`src/rtl/reg_hazard_scoreboard_if.sv`:
```
// Issue/WB/status bundle for reg_hazard_scoreboard.
// The ID/WB side drives through the master modport; the scoreboard uses the slave modport.
interface reg_hazard_scoreboard_if #(
    parameter int NUM_REGS = 8,
    parameter int ADDR_W   = 3,
    parameter int STALL_W  = 16
);
    logic                issue_valid;
    logic                issue_ready;
    logic [ADDR_W-1:0]   rs;
    logic [ADDR_W-1:0]   rt;
    logic [ADDR_W-1:0]   dest;
    logic                uses_rs;
    logic                uses_rt;
    logic                writes_reg;
    logic                wb_valid;
    logic [ADDR_W-1:0]   wb_reg;
    logic                flush;
    logic [NUM_REGS-1:0] busy_mask;
    logic                stall;
    logic [STALL_W-1:0]  stall_count;
    logic                wb_err;

    modport master (
        output issue_valid, rs, rt, dest, uses_rs, uses_rt, writes_reg,
               wb_valid, wb_reg, flush,
        input  issue_ready, busy_mask, stall, stall_count, wb_err
    );

    modport slave (
        input  issue_valid, rs, rt, dest, uses_rs, uses_rt, writes_reg,
               wb_valid, wb_reg, flush,
        output issue_ready, busy_mask, stall, stall_count, wb_err
    );
endinterface

```
`src/rtl/reg_hazard_scoreboard.sv`:
```
// RAW/WAW hazard scoreboard: one pending-write counter per register, issue gating, stall stats.
// Optional macro SCOREBOARD_WB_BYPASS_EN: a source whose last write retires this cycle is not pending.

module reg_hazard_cnt #(
    parameter int CNT_W = 2
) (
    input  logic             clock,
    input  logic             reset_n,
    input  logic             i_inc,
    input  logic             i_dec,
    input  logic             i_clr,
    output logic [CNT_W-1:0] o_cnt,
    output logic             o_busy
);
    logic [CNT_W-1:0] r_cnt;
    logic             r_busy;
    logic [CNT_W-1:0] w_nxt;

    // inc at MAX and dec at 0 are masked upstream, so no saturation logic is needed here
    always_comb begin
        w_nxt = r_cnt;
        if (i_clr)              w_nxt = '0;
        else if (i_inc && !i_dec) w_nxt = r_cnt + CNT_W'(1);
        else if (i_dec && !i_inc) w_nxt = r_cnt - CNT_W'(1);
    end

    always_ff @(posedge clock) begin
        if (!reset_n) begin
            r_cnt  <= '0;
            r_busy <= 1'b0;
        end else begin
            r_cnt  <= w_nxt;
            r_busy <= (w_nxt != '0);
        end
    end

    assign o_cnt  = r_cnt;
    assign o_busy = r_busy;
endmodule

module reg_hazard_scoreboard #(
    parameter int NUM_REGS = 8,
    parameter int ADDR_W   = 3,
    parameter int CNT_W    = 2,
    parameter int STALL_W  = 16
) (
    input  logic                     clock,
    input  logic                     reset_n,
    reg_hazard_scoreboard_if.slave   sb
);
    localparam logic [CNT_W-1:0] CNT_MAX = '1;

    logic [NUM_REGS-1:0][CNT_W-1:0] w_cnt;
    logic [NUM_REGS-1:0]            w_busy;
    logic [NUM_REGS-1:0]            w_pend;
    logic [NUM_REGS-1:0]            w_inc;
    logic [NUM_REGS-1:0]            w_dec;
    logic                           w_hazard;
    logic                           w_ready;
    logic                           w_fire;
    logic                           w_stall;
    logic [STALL_W-1:0]             r_stall_cnt;
    logic                           r_wb_err;

    for (genvar g = 0; g < NUM_REGS; g++) begin : g_reg
`ifdef SCOREBOARD_WB_BYPASS_EN
        // bank is write-before-read, so the retiring value is already visible to the reader
        assign w_pend[g] = (w_cnt[g] != '0) &&
                           !(sb.wb_valid && (sb.wb_reg == ADDR_W'(g)) && (w_cnt[g] == CNT_W'(1)));
`else
        assign w_pend[g] = (w_cnt[g] != '0);
`endif
        assign w_inc[g] = w_fire && sb.writes_reg && (sb.dest == ADDR_W'(g));
        assign w_dec[g] = sb.wb_valid && !sb.flush && (sb.wb_reg == ADDR_W'(g)) && (w_cnt[g] != '0);

        reg_hazard_cnt #(.CNT_W(CNT_W)) u_cnt (
            .clock   (clock),
            .reset_n (reset_n),
            .i_inc   (w_inc[g]),
            .i_dec   (w_dec[g]),
            .i_clr   (sb.flush),
            .o_cnt   (w_cnt[g]),
            .o_busy  (w_busy[g])
        );
    end

    // dest at MAX blocks even with a same-cycle WB to it: keeps the counter overflow-free
    assign w_hazard = (sb.uses_rs && w_pend[sb.rs]) ||
                      (sb.uses_rt && w_pend[sb.rt]) ||
                      (sb.writes_reg && (w_cnt[sb.dest] == CNT_MAX));
    assign w_ready  = !w_hazard && !sb.flush;
    assign w_fire   = sb.issue_valid && w_ready;
    assign w_stall  = sb.issue_valid && !w_ready;

    always_ff @(posedge clock) begin
        if (!reset_n) begin
            r_stall_cnt <= '0;
            r_wb_err    <= 1'b0;
        end else begin
            if (w_stall && (r_stall_cnt != '1))
                r_stall_cnt <= r_stall_cnt + STALL_W'(1);
            if (sb.wb_valid && !sb.flush && (w_cnt[sb.wb_reg] == '0))
                r_wb_err <= 1'b1;
        end
    end

    assign sb.issue_ready = w_ready;
    assign sb.stall       = w_stall;
    assign sb.busy_mask   = w_busy;
    assign sb.stall_count = r_stall_cnt;
    assign sb.wb_err      = r_wb_err;
endmodule
```
`src/flat_wrapper.sv`:
```
// flat-port wrapper written by rule: the top's interface ports become plain ports
module reg_hazard_scoreboard_flat 
#(
    parameter int NUM_REGS = 8,
    parameter int ADDR_W   = 3,
    parameter int CNT_W    = 2,
    parameter int STALL_W  = 16
)
  (clock, reset_n, sb_issue_valid, sb_rs, sb_rt, sb_dest, sb_uses_rs, sb_uses_rt, sb_writes_reg, sb_wb_valid, sb_wb_reg, sb_flush, sb_issue_ready, sb_busy_mask, sb_stall, sb_stall_count, sb_wb_err);
  reg_hazard_scoreboard_if #(.NUM_REGS(NUM_REGS), .ADDR_W(ADDR_W), .STALL_W(STALL_W)) sb_i ();
  input  logic clock;
  input  logic reset_n;
  input wire logic [$bits(sb_i.issue_valid)-1:0] sb_issue_valid;
  input wire logic [$bits(sb_i.rs)-1:0] sb_rs;
  input wire logic [$bits(sb_i.rt)-1:0] sb_rt;
  input wire logic [$bits(sb_i.dest)-1:0] sb_dest;
  input wire logic [$bits(sb_i.uses_rs)-1:0] sb_uses_rs;
  input wire logic [$bits(sb_i.uses_rt)-1:0] sb_uses_rt;
  input wire logic [$bits(sb_i.writes_reg)-1:0] sb_writes_reg;
  input wire logic [$bits(sb_i.wb_valid)-1:0] sb_wb_valid;
  input wire logic [$bits(sb_i.wb_reg)-1:0] sb_wb_reg;
  input wire logic [$bits(sb_i.flush)-1:0] sb_flush;
  output wire logic [$bits(sb_i.issue_ready)-1:0] sb_issue_ready;
  output wire logic [$bits(sb_i.busy_mask)-1:0] sb_busy_mask;
  output wire logic [$bits(sb_i.stall)-1:0] sb_stall;
  output wire logic [$bits(sb_i.stall_count)-1:0] sb_stall_count;
  output wire logic [$bits(sb_i.wb_err)-1:0] sb_wb_err;
  assign sb_i.issue_valid = sb_issue_valid;
  assign sb_i.rs = sb_rs;
  assign sb_i.rt = sb_rt;
  assign sb_i.dest = sb_dest;
  assign sb_i.uses_rs = sb_uses_rs;
  assign sb_i.uses_rt = sb_uses_rt;
  assign sb_i.writes_reg = sb_writes_reg;
  assign sb_i.wb_valid = sb_wb_valid;
  assign sb_i.wb_reg = sb_wb_reg;
  assign sb_i.flush = sb_flush;
  assign sb_issue_ready = sb_i.issue_ready;
  assign sb_busy_mask = sb_i.busy_mask;
  assign sb_stall = sb_i.stall;
  assign sb_stall_count = sb_i.stall_count;
  assign sb_wb_err = sb_i.wb_err;
  reg_hazard_scoreboard #(.NUM_REGS(NUM_REGS), .ADDR_W(ADDR_W), .CNT_W(CNT_W), .STALL_W(STALL_W)) u_core (.clock(clock), .reset_n(reset_n), .sb(sb_i));
endmodule
```
`config.mk`:
```
export PLATFORM = sky130hd
export DESIGN_NAME = reg_hazard_scoreboard_flat
export DESIGN_NICKNAME = d
export VERILOG_FILES = /design/src/rtl/reg_hazard_scoreboard_if.sv /design/src/rtl/reg_hazard_scoreboard.sv /design/src/flat_wrapper.sv
export SDC_FILE = /design/constraint.sdc
export NUM_CORES = 1
export LEC_CHECK = 0
export ABC_AREA = 1
export BUFFER_PORTS_ARGS = -buffer_cell sky130_fd_sc_hd__buf_2
export CORE_MARGIN = 10
export CORE_UTILIZATION = 58
export DETAILED_ROUTE_END_ITERATION = 10
export GPL_TIMING_DRIVEN = 0
export PLACE_DENSITY = 0.81
export SETUP_SLACK_MARGIN = 0.4
export SYNTH_ARGS = -nofsm -noshare
export SYNTH_HDL_FRONTEND = slang
export SYNTH_HIERARCHICAL = 1
export SYNTH_SLANG_ARGS = --single-unit
```
`constraint.sdc`:
```
create_clock -name clock -period 2.8 [get_ports clock]
set_clock_uncertainty 0.05 [all_clocks]
set_input_delay 0 -clock clock [delete_from_list [all_inputs] [get_ports clock]]
set_output_delay 0 -clock clock [all_outputs]
set_load 0.01 [all_outputs]
```
## Word level (Yosys, flattened, before mapping)

Cells that the tools add are included.

- Register bits: 41
- Bits in latches: 0
- Bits in writable memories: 0
- Memory bits (read-only): 0
- Input bits: 20
- Output and inout bits: 27
- Memories: 0

- Add/sub/neg operators: 17
- Multipliers: 0
- Div/mod/pow operators: 0
- Order comparisons: 4
- Equal/unequal tests: 16
- Shift operators: 0
- Mux-type cells: 32
- Bitwise gates (word level): 0
- Reductions and logical operators: 90

Operator list:

| operator | count |
|---|---|
| $mux W2 | 26 |
| $logic_and A1 B1 Y1 | 50 |
| $reduce_bool A2 Y1 | 16 |
| $eq A3 B3 Y1 const B | 8 |
| $logic_not A1 Y1 | 19 |
| $add A16 B1 Y16 const B | 1 |
| $add A2 B1 Y2 const B | 8 |
| $lt A3 B4 Y1 const B | 4 |
| $ne A16 B16 Y1 const B | 1 |
| $sub A2 B1 Y2 const B | 8 |
| $bmux W2 S3 | 2 |
| $eq A3 B2 Y1 const B | 4 |
| $bmux W1 S3 | 2 |
| $eq A3 B1 Y1 const B | 2 |
| $logic_not A3 Y1 | 2 |
| $eq A2 B2 Y1 const B | 1 |
| $logic_not A2 Y1 | 1 |
| $logic_or A1 B1 Y1 | 2 |
| $mux W1 | 2 |

## Longest topological paths before layout

Gate-level depths: netlist of run 1.

- Word-level depth: 17
- Gate-level depth with buffers: 20
- Depth with buffers taken out: 19

## Hierarchy

The synthesis of run 1 kept the hierarchy.

By module, submodules not included:

| module | times used | cells each | area an instance (um2) | sequential area each (um2) |
|---|---|---|---|---|
| reg_hazard_scoreboard | 1 | 330 | 1774.2 | 340.3 |
| reg_hazard_cnt | 8 | 25 | 170.2 | 60.1 |

## Worst setup path before layout of run 1

OpenSTA, ideal clock, no wires.

- Path type: register -> register
- From: register u_core.g_reg[3].u_cnt.r_cnt[0]
- To: register u_core.g_reg[2].u_cnt.r_busy
- Library setup time: 0.113 ns
- Data arrival time: 1.802 ns
- Required time: 2.637 ns
- Path slack: 0.835 ns
- Stages on the path, launching flop included: 18
- Clock period less this slack: 1.965 ns
- Cells stage by stage: dfxtp_1 nor2_1 nand2_1 nand3_1 nand3_1 nand3_1 nand4_4 buf_6 nor2_4 nand3_1 nor2_1 inv_1 nand2_1 nand2_1 nand2_1 nand2_1 nand2_1 nand2_1

- Word-level cells in the longest chain between the ends: 17
- Elaborated cells between the ends (all ways): 25
- Those cells by class: eq/ne: 1; mux: 9; reduce/logical: 15

Ends and longest elaborated chain:

| element | RTL line | RTL |
|---|---|---|
| start, declared | reg_hazard_scoreboard.sv:15 | `logic [CNT_W-1:0] r_cnt;` |
| start signal, assigned | reg_hazard_scoreboard.sv:32 | `r_cnt <= w_nxt;` |
| $reduce_bool A2 Y1 | reg_hazard_scoreboard.sv:71 | `assign w_pend[g] = (w_cnt[g] != '0);` |
| $bmux W1 S3 (on tied branches) | reg_hazard_scoreboard.sv:88, reg_hazard_scoreboard.sv:89 |  |
| $mux W1 (on tied branches) | reg_hazard_scoreboard.sv:88, reg_hazard_scoreboard.sv:89 |  |
| $logic_and A1 B1 Y1 (on tied branches) | reg_hazard_scoreboard.sv:88, reg_hazard_scoreboard.sv:89 |  |
| $logic_or A1 B1 Y1 | reg_hazard_scoreboard.sv:88 | `assign w_hazard = (sb.uses_rs && w_pend[sb.rs]) \|\|` |
| $logic_or A1 B1 Y1 * | reg_hazard_scoreboard.sv:89 | `(sb.uses_rt && w_pend[sb.rt]) \|\|` |
| $logic_not A1 Y1 * | reg_hazard_scoreboard.sv:91 | `assign w_ready = !w_hazard && !sb.flush;` |
| $logic_and A1 B1 Y1 * | reg_hazard_scoreboard.sv:91 |  |
| $logic_and A1 B1 Y1 * | reg_hazard_scoreboard.sv:92 | `assign w_fire = sb.issue_valid && w_ready;` |
| $logic_and A1 B1 Y1 * (2 in a row) | reg_hazard_scoreboard.sv:73 | `assign w_inc[g] = w_fire && sb.writes_reg && (sb.dest == ADDR_W'(g));` |
| named net u_core.w_inc[2] | reg_hazard_scoreboard.sv:56 | `logic [NUM_REGS-1:0] w_inc;` |
| $logic_not A1 Y1 | reg_hazard_scoreboard.sv:24 | `else if (i_dec && !i_inc) w_nxt = r_cnt - CNT_W'(1);` |
| $logic_and A1 B1 Y1 | reg_hazard_scoreboard.sv:24 |  |
| $mux W2 | reg_hazard_scoreboard.sv:24 |  |
| $mux W2 * | reg_hazard_scoreboard.sv:23 | `else if (i_inc && !i_dec) w_nxt = r_cnt + CNT_W'(1);` |
| $mux W2 * | reg_hazard_scoreboard.sv:22 | `if (i_clr) w_nxt = '0;` |
| $reduce_bool A2 Y1 * | reg_hazard_scoreboard.sv:33 | `r_busy <= (w_nxt != '0);` |
| end signal, assigned | reg_hazard_scoreboard.sv:33 |  |
| end, declared | reg_hazard_scoreboard.sv:16 | `logic r_busy;` |

The timed path passes the listed nets; every way through them passes the cells marked *. The select of a mux whose other input is x is not followed.
A chain may end at the register's enable or synchronous reset.

## Worst setup path after layout of run 1

- From: register u_core.g_reg[7].u_cnt.r_cnt[1]
- To: register u_core.g_reg[5].u_cnt.r_busy

- Word-level cells in the longest chain between the ends: 17
- Elaborated cells between the ends (all ways): 25
- Those cells by class: eq/ne: 1; mux: 9; reduce/logical: 15

Ends and longest elaborated chain:

| element | RTL line |
|---|---|
| start, declared | reg_hazard_scoreboard.sv:15 |
| start signal, assigned | reg_hazard_scoreboard.sv:32 |
| $reduce_bool A2 Y1 | reg_hazard_scoreboard.sv:71 |
| $bmux W1 S3 (on tied branches) | reg_hazard_scoreboard.sv:88, reg_hazard_scoreboard.sv:89 |
| $mux W1 (on tied branches) | reg_hazard_scoreboard.sv:88, reg_hazard_scoreboard.sv:89 |
| $logic_and A1 B1 Y1 (on tied branches) | reg_hazard_scoreboard.sv:88, reg_hazard_scoreboard.sv:89 |
| $logic_or A1 B1 Y1 | reg_hazard_scoreboard.sv:88 |
| $logic_or A1 B1 Y1 * | reg_hazard_scoreboard.sv:89 |
| $logic_not A1 Y1 * | reg_hazard_scoreboard.sv:91 |
| $logic_and A1 B1 Y1 * | reg_hazard_scoreboard.sv:91 |
| $logic_and A1 B1 Y1 * | reg_hazard_scoreboard.sv:92 |
| $logic_and A1 B1 Y1 * (2 in a row) | reg_hazard_scoreboard.sv:73 |
| named net u_core.w_inc[5] | reg_hazard_scoreboard.sv:56 |
| $logic_not A1 Y1 | reg_hazard_scoreboard.sv:24 |
| $logic_and A1 B1 Y1 | reg_hazard_scoreboard.sv:24 |
| $mux W2 | reg_hazard_scoreboard.sv:24 |
| $mux W2 * | reg_hazard_scoreboard.sv:23 |
| $mux W2 * | reg_hazard_scoreboard.sv:22 |
| $reduce_bool A2 Y1 * | reg_hazard_scoreboard.sv:33 |
| end signal, assigned | reg_hazard_scoreboard.sv:33 |
| end, declared | reg_hazard_scoreboard.sv:16 |

Marked as above.

==> results of run 1 <==
state kept, by name, summed over array words and instances (netlist names):
register / count
u_core/sb.wb_err: 1
u_core/sb.stall_count: 16
u_core/g.u_cnt/o_cnt: 16
u_core/g.u_cnt/o_busy: 8
synth_stat cells:
cell / instances
a21boi_0: 1
a21oi_1: 1
buf_2: 4
buf_4: 2
buf_6: 2
clkbuf_1: 2
dfxtp_1: 41
ha_1: 1
inv_1: 113
inv_2: 2
nand2_1: 181
nand2_2: 2
nand3_1: 64
nand3_2: 9
nand3b_1: 2
nand3b_2: 1
nand4_1: 22
nand4_4: 1
nor2_1: 48
nor2_2: 2
nor2_4: 2
nor2_8: 8
nor3_1: 6
nor3_2: 3
nor4_1: 1
o21a_1: 1
o21ai_0: 3
o22a_1: 2
or2_2: 1
xnor2_1: 1
xor2_1: 1
worst max-delay path by stage:
stage	to	slack, ps	cells past startpoint
floorplan	u_core/g_reg[2].u_cnt/o_busy	830	17
global placement	u_core/g_reg[0].u_cnt/o_busy	470	17
detailed placement	u_core/g_reg[0].u_cnt/o_busy	380	17
CTS	u_core/g_reg[0].u_cnt/o_busy	410	17
global route	u_core/g_reg[3].u_cnt/o_busy	370	19
finish	u_core/g_reg[5].u_cnt/o_busy	510	16
area by class of cell:
type / count / area [µm²]
repair buffers: 51 / 274
plain buffers: 10 / 68.8
clock buffers: 8 / 80.1
multi-input cells: 364 / 2010
fillers: 454 / 1370
well taps: 70 / 87.6
inverters: 115 / 432
flip-flops and latches: 41 / 851
kinds of logic after synthesis:
logic type | after synthesis
xor gates and xnor gates | 2
AOI/OAI and AO/OA | 8
buffers and inverters | 125
DFF | 41
adders and majority gates | 1
and+or+nand+nor | 353
metrics by stage:
| step | area, µm² | util (%) |
|---|---|---|
| 3_5_place_dp | 3450 | 66.7 |
| 4_1_cts | 3530 | 68.3 |
| 3_3_place_gp | 3450 | 66.7 |
| 5_1_grt | 3800 | 73.5 |
| 6_report | 3800 | 73.5 |
| 2_1_floorplan | 3140 | - |
power groups by stage:
stage	logic [mW]	registers, mW	clock network, mW
2_1_floorplan	0.110	0.615	0
3_3_place_gp	0.173	0.613	0
3_5_place_dp	0.177	0.613	0
4_1_cts	0.178	0.599	0.395
5_1_grt	0.220	0.597	0.427
6_report	0.200	0.596	0.385
timing repair:
action                                  CTS  global route
setup buffers                             0             6
hold buffers                              0             0
endpoints found under the setup margin    3            24
cloned                                    0             0
pin swaps                                 0            21
gates resized for setup                   1            70
worst reg2reg max path: stages (launching register included):
cell	delay, ps
dfxtp_2	350
nor2_2	180
nand2_1	80
nand3_1	90
nand3_2	70
nand3_2	100
nand4_4	130
buf_8	150
nor2_4	250
nand3_4	150
nor2_4	160
buf_6	110
nand3_1	90
nand2_1	80
nand2_1	60
nand3_2	60
nand2_1	50
routing by layer:
metal / up-vias / track usage [%]
li1: 1747 / -
met1: 1543 / 24.1
met2: 131 / 30.6
met3: 11 / 4.64
met4: 0 / 6.17
met5: - / 0
==> results.toml, run 1 <==
[routing]
dr.pass1.iters = 6
drt-total-wl_mm = 8.32
met1_length_mm = 3.75
highest_layer = "met4"
via_count = 3432
wl_met2_mm = 3.84
drc = 0
wl_per_cell_um = 12.6
drtIter0Drc = 315
wl_met3_um = 633
drtAntennaViolNets = 0
viasPerCell = 5.21

[global_routing]
overflow = 0
antenna_found_initial = 0
grt_usage_pct = 19.0
grt_pass1_vias = 3166
grt_max_degree = 12
grt_first_pass_wirelength_mm = 13.9

[synth]
synth_top_family_by_area = "simple AND/OR/NAND/NOR gates"
synth_fa_ha_area_share_pct = 0.399
syn_area_um2 = 3140
synth_mux_area_share_pct = 0
synth_compound_area_share_pct = 1.68
synth_cell_types = 31
ys_seq_elements = 41
yosys.area_share.xor_xnor_pct = 0.559
synth_nets = 551
synth.yosys.seq_area_share_pct = 26.2
yosys_warnings = 6
yosys.area_share.simple_pct = 55.3
synth_top_area_cell = "dfxtp_1"
syn_avg_cell_area_um2 = 5.92
yosys.area.top_type_share_pct = 26.2
synthCells = 530
synth_area_leaders = "dfxtp_1 26%, nand2_1 22%, inv_1 14%, nand3_1 10%, nor2_1 5.7%"

[cts]
cts-buffers-inserted = 5
ctsLongestPathBuffers = 2
clk_pin_slew_ps = 80
htreeDepth = 2
clock_latency_ps = 300
ctsRootBufferMaster = "clkbuf_8"
clock-sinks = 41
cts_tree = "yes"

[sta]
drv_slew = 0
layout_setup_ws_ps = 512
timing.fmax_ghz = 0.437
slew_headroom_pct = 45.7
rsz0062_at_grt = "false"
setup_tns_ps = 0
setup_viol = 0
period_share_pct = 81.7
hold_ws_ps = 77.3
hold_violations = 0
tightestPinTransition_ps = 815
min_period_ps = 2290

[finish]
final_nets = 609
drive_above_1_share_pct = 24.6
syn_to_final_growth_pct = 21.2
final_cell_mix = "175 x nand2_1, 111 x inv_1, 54 x nand3_1"
antenna_cells = 0
final_common_cell = "nand2_1"
final_cells = 659

[worst_hold_path]
min_from = "sb_issue_valid"
min_path_cells = 5
hold_path_end = "u_core/sb.stall_count[15]"
hold_path.class = "in -> reg"

[power]
p_comb_share_pct = 16.9
p_clk_share_pct = 32.6
p_per_area_nw_per_um2 = 311
leakage_nw = 2.05
sw_frac_of_total_pct = 29.5
internal-power_uw = 833
pwr-share-seq_pct = 50.5
power_mw = 1.18
ir_drop_mv = 0.195
switchingPower_uw = 348

[worst_setup_path]
crit_required_ps = 2950
crit_path_top_delay_cell = "dfxtp_2"
worstPathCellList = "nor2_2, nand2_1, nand3_1, nand3_2, nand3_2, nand4_4, buf_8, nor2_4, nand3_4, nor2_4, buf_6, nand3_1, nand2_1, nand2_1, nand3_2, nand2_1"
critPathLaunch = "u_core/g_reg[7].u_cnt/o_cnt[1]"
cp_max_fo = 4
cp-end-kind = "register"
cp.buffers_inverters = 2
critical_path.most_common_cell = "nand2_1"
slowest_delay_ps = 350
reg2reg_depth = 16
path_class = "reg -> reg"
timing.rr.end = "u_core/g_reg[5].u_cnt/o_busy"
critPathLaunchType = "register"
rrSetupSlack_ps = 510
cp.arrival_ps = 2440
critPathTopFamily = "simple AND/OR/NAND/NOR gates"
reg2reg_from = "u_core/g_reg[7].u_cnt/o_cnt[1]"

[floorplanning]
dieArea_um2 = 8750
die_x_um = 93.5
die_h_um = 93.5
start_util_pct = 60.6
rows = 26
coreArea_um2 = 5170
io_pins = 47

[status]
status = "finished, final reports clean"

[job]
maxCapViolCount = 0

[place]
gp_congestion = 0.917
dp_cells = 645
dp_hpwl_mm = 6.23
numPortBuffers = 45
place_ws_ps = 381
Power figures use the tool's default switching activity.
==> run 2: changes to the inputs <==
--- a/config.mk
+++ b/config.mk
@@ -8,10 +8,10 @@
 export ABC_AREA = 1
 export BUFFER_PORTS_ARGS = -buffer_cell sky130_fd_sc_hd__buf_2
 export CORE_MARGIN = 10
-export CORE_UTILIZATION = 58
+export CORE_UTILIZATION = 52
 export DETAILED_ROUTE_END_ITERATION = 10
 export GPL_TIMING_DRIVEN = 0
-export PLACE_DENSITY = 0.81
+export PLACE_DENSITY = 0.77
 export SETUP_SLACK_MARGIN = 0.4
 export SYNTH_ARGS = -nofsm -noshare
 export SYNTH_HDL_FRONTEND = slang
==> constraint.sdc (replaced) <==
create_clock -name clock -period 2.1 [get_ports clock]
set_clock_uncertainty 0.05 [all_clocks]
set_input_delay 0 -clock clock [delete_from_list [all_inputs] [get_ports clock]]
set_output_delay 0 -clock clock [all_outputs]
set_load 0.01 [all_outputs]
==> run 2 against run 1 <==
Flip-flop and latch count unchanged. Critical path depth increased by 2. Largest cell class unchanged. Largest power group unchanged. Critical path type unchanged. Highest routed layer unchanged. The run now ends with negative setup slack left. Via count increased by 2.4%. Register-to-register slack got worse by 520 ps.
==> results.toml, run 2 (same netlist as run 1, synthesis figures left out) <==
[status]
violations = "negative setup slack"
status = "finished, violations left"

[worst_setup_path]
path_class = "reg -> reg"
cp-end-kind = "register"
crit_required_ps = 2240
cp.arrival_ps = 2250
critPathLaunchType = "register"
cp_max_fo = 4

[routing]
wl_per_cell_um = 13.3
drc = 0
dr.pass1.iters = 5
drt-total-wl_mm = 8.94
viasPerCell = 5.23
drtIter0Drc = 187
via_count = 3514
drtAntennaViolNets = 0

[cts]
ctsRootBufferMaster = "clkbuf_8"
clk_pin_slew_ps = 80
hold_buffers = 0
htreeDepth = 2
clock_latency_ps = 300
cts-buffers-inserted = 5
ctsLongestPathBuffers = 2
clock-sinks = 41
cts_tree = "yes"

[sta]
hold_violations = 0
timing.fmax_ghz = 0.475
period_share_pct = 100
min_period_ps = 2110
slew_headroom_pct = 45.0
setup_viol = 1
drv_slew = 0
tightestPinTransition_ps = 825
layout_setup_ws_ps = -7.25
hold_ws_ps = 96.4
rsz0062_at_grt = "true"
setup_tns_ps = -7.25

[finish]
final_cell_mix = "164 x nand2_1, 102 x inv_1, 48 x buf_2"
drive_above_1_share_pct = 33.3
finalCoreUtilization_pct = 68.8
syn_to_final_growth_pct = 29.1
antenna_cells = 0
final_nets = 617
final_common_cell = "nand2_1"

[worst_hold_path]
hold_path.class = "in -> reg"

[power]
ir_drop_mv = 0.205
power_mw = 1.58
p_per_area_nw_per_um2 = 391
leakage_nw = 2.15

[job]
maxCapViolCount = 0

[place]
dp_hpwl_mm = 6.47
place_ws_ps = -125
gp_congestion = 0.921
numPortBuffers = 45

[floorplanning]
start_util_pct = 53.3
dieArea_um2 = 9540
die_x_um = 97.7
rows = 28
die_h_um = 97.7
coreArea_um2 = 5890
io_pins = 47

[global_routing]
grt_max_degree = 13
grt_usage_pct = 17.7
overflow = 0
grt_first_pass_wirelength_mm = 14.7
grt_pass1_vias = 3290
antenna_found_initial = 0
==> run 2: cell types whose count changed in the layout (fill, tap and decap cells not counted), moves of 4 or more <==
cell / before / now
nor2_4: 13 / 17
dfxtp_1: 25 / 17
nand3_2: 15 / 27
inv_1: 111 / 102
inv_2: 4 / 13
nand2_1: 175 / 164
buf_4: 7 / 15
nand2_2: 8 / 19
nand3_1: 54 / 42
dfxtp_4: 4 / 11
==> run 2: report_power, final <==
part / switching (mW) / internal, mW
clock: 0.283 / 0.231
combinational: 0.179 / 0.101
sequential: 0.0159 / 0.775
==> run 2: final cells by class <==
cell class	count	area, µm²
clock inverters	2	10.0
flip-flops and latches	41	878
inverters	115	432
plain buffers	10	75.1
repair buffers	59	343
multi-input cells	364	2140
fillers	513	1840
well taps	75	93.8
clock buffers	6	72.6
==> run 2: repair_timing <==
action,CTS,global route
setup endpoints to repair,37,42
resized for setup,55,36
setup buffers,12,2
pin swaps,36,15
==> run 2: metal layers <==
| layer | wire length (µm) | up-vias | track usage (%) |
|---|---|---|---|
| li1 | - | 1766 | - |
| met1 | 3640 | 1614 | 19.4 |
| met2 | 4630 | 111 | 32.4 |
| met3 | 480 | 23 | 3.98 |
| met4 | 196 | 0 | 6.38 |
| met5 | 0 | - | 0 |
==> run 2: critical path: stages, from the launching register on <==
cell and delay, ps:
dfxtp_4 370, nor2_4 150, nand2_1 70, nand3_1 90, nand3_1 100, nand3_2 90
nand4_4 110, buf_8 140, nor2_4 90, buf_12 130, nand3_4 90, nor2_4 120
inv_2 60, nand2_2 60, nand2_1 50, nand2_1 50, nand2_1 70, nand2_2 80
nand2_1 50
==> run 2: through the flow <==
step	cells	instance area [µm²]
CTS	670	3930
finish	672	4050
detailed placement	650	3560
floorplan	530	3240
global route	672	4050
global placement	650	3560
==> run 2: final timing paths <==
| kind | from | slack, ps | endpoint | depth (start not counted) |
|---|---|---|---|---|
| worst min-delay path | sb_issue_valid | 100 | u_core/sb.stall_count[3] | 5 |
| worst max register to register | u_core/g_reg[2].u_cnt/o_cnt[0] | -7 | u_core/g_reg[2].u_cnt/o_busy | 18 |
| worst max-delay path | u_core/g_reg[2].u_cnt/o_cnt[0] | -7 | u_core/g_reg[2].u_cnt/o_busy | 18 |
| worst min register to register | u_core/sb.wb_err | 420 | u_core/sb.wb_err | 1 |
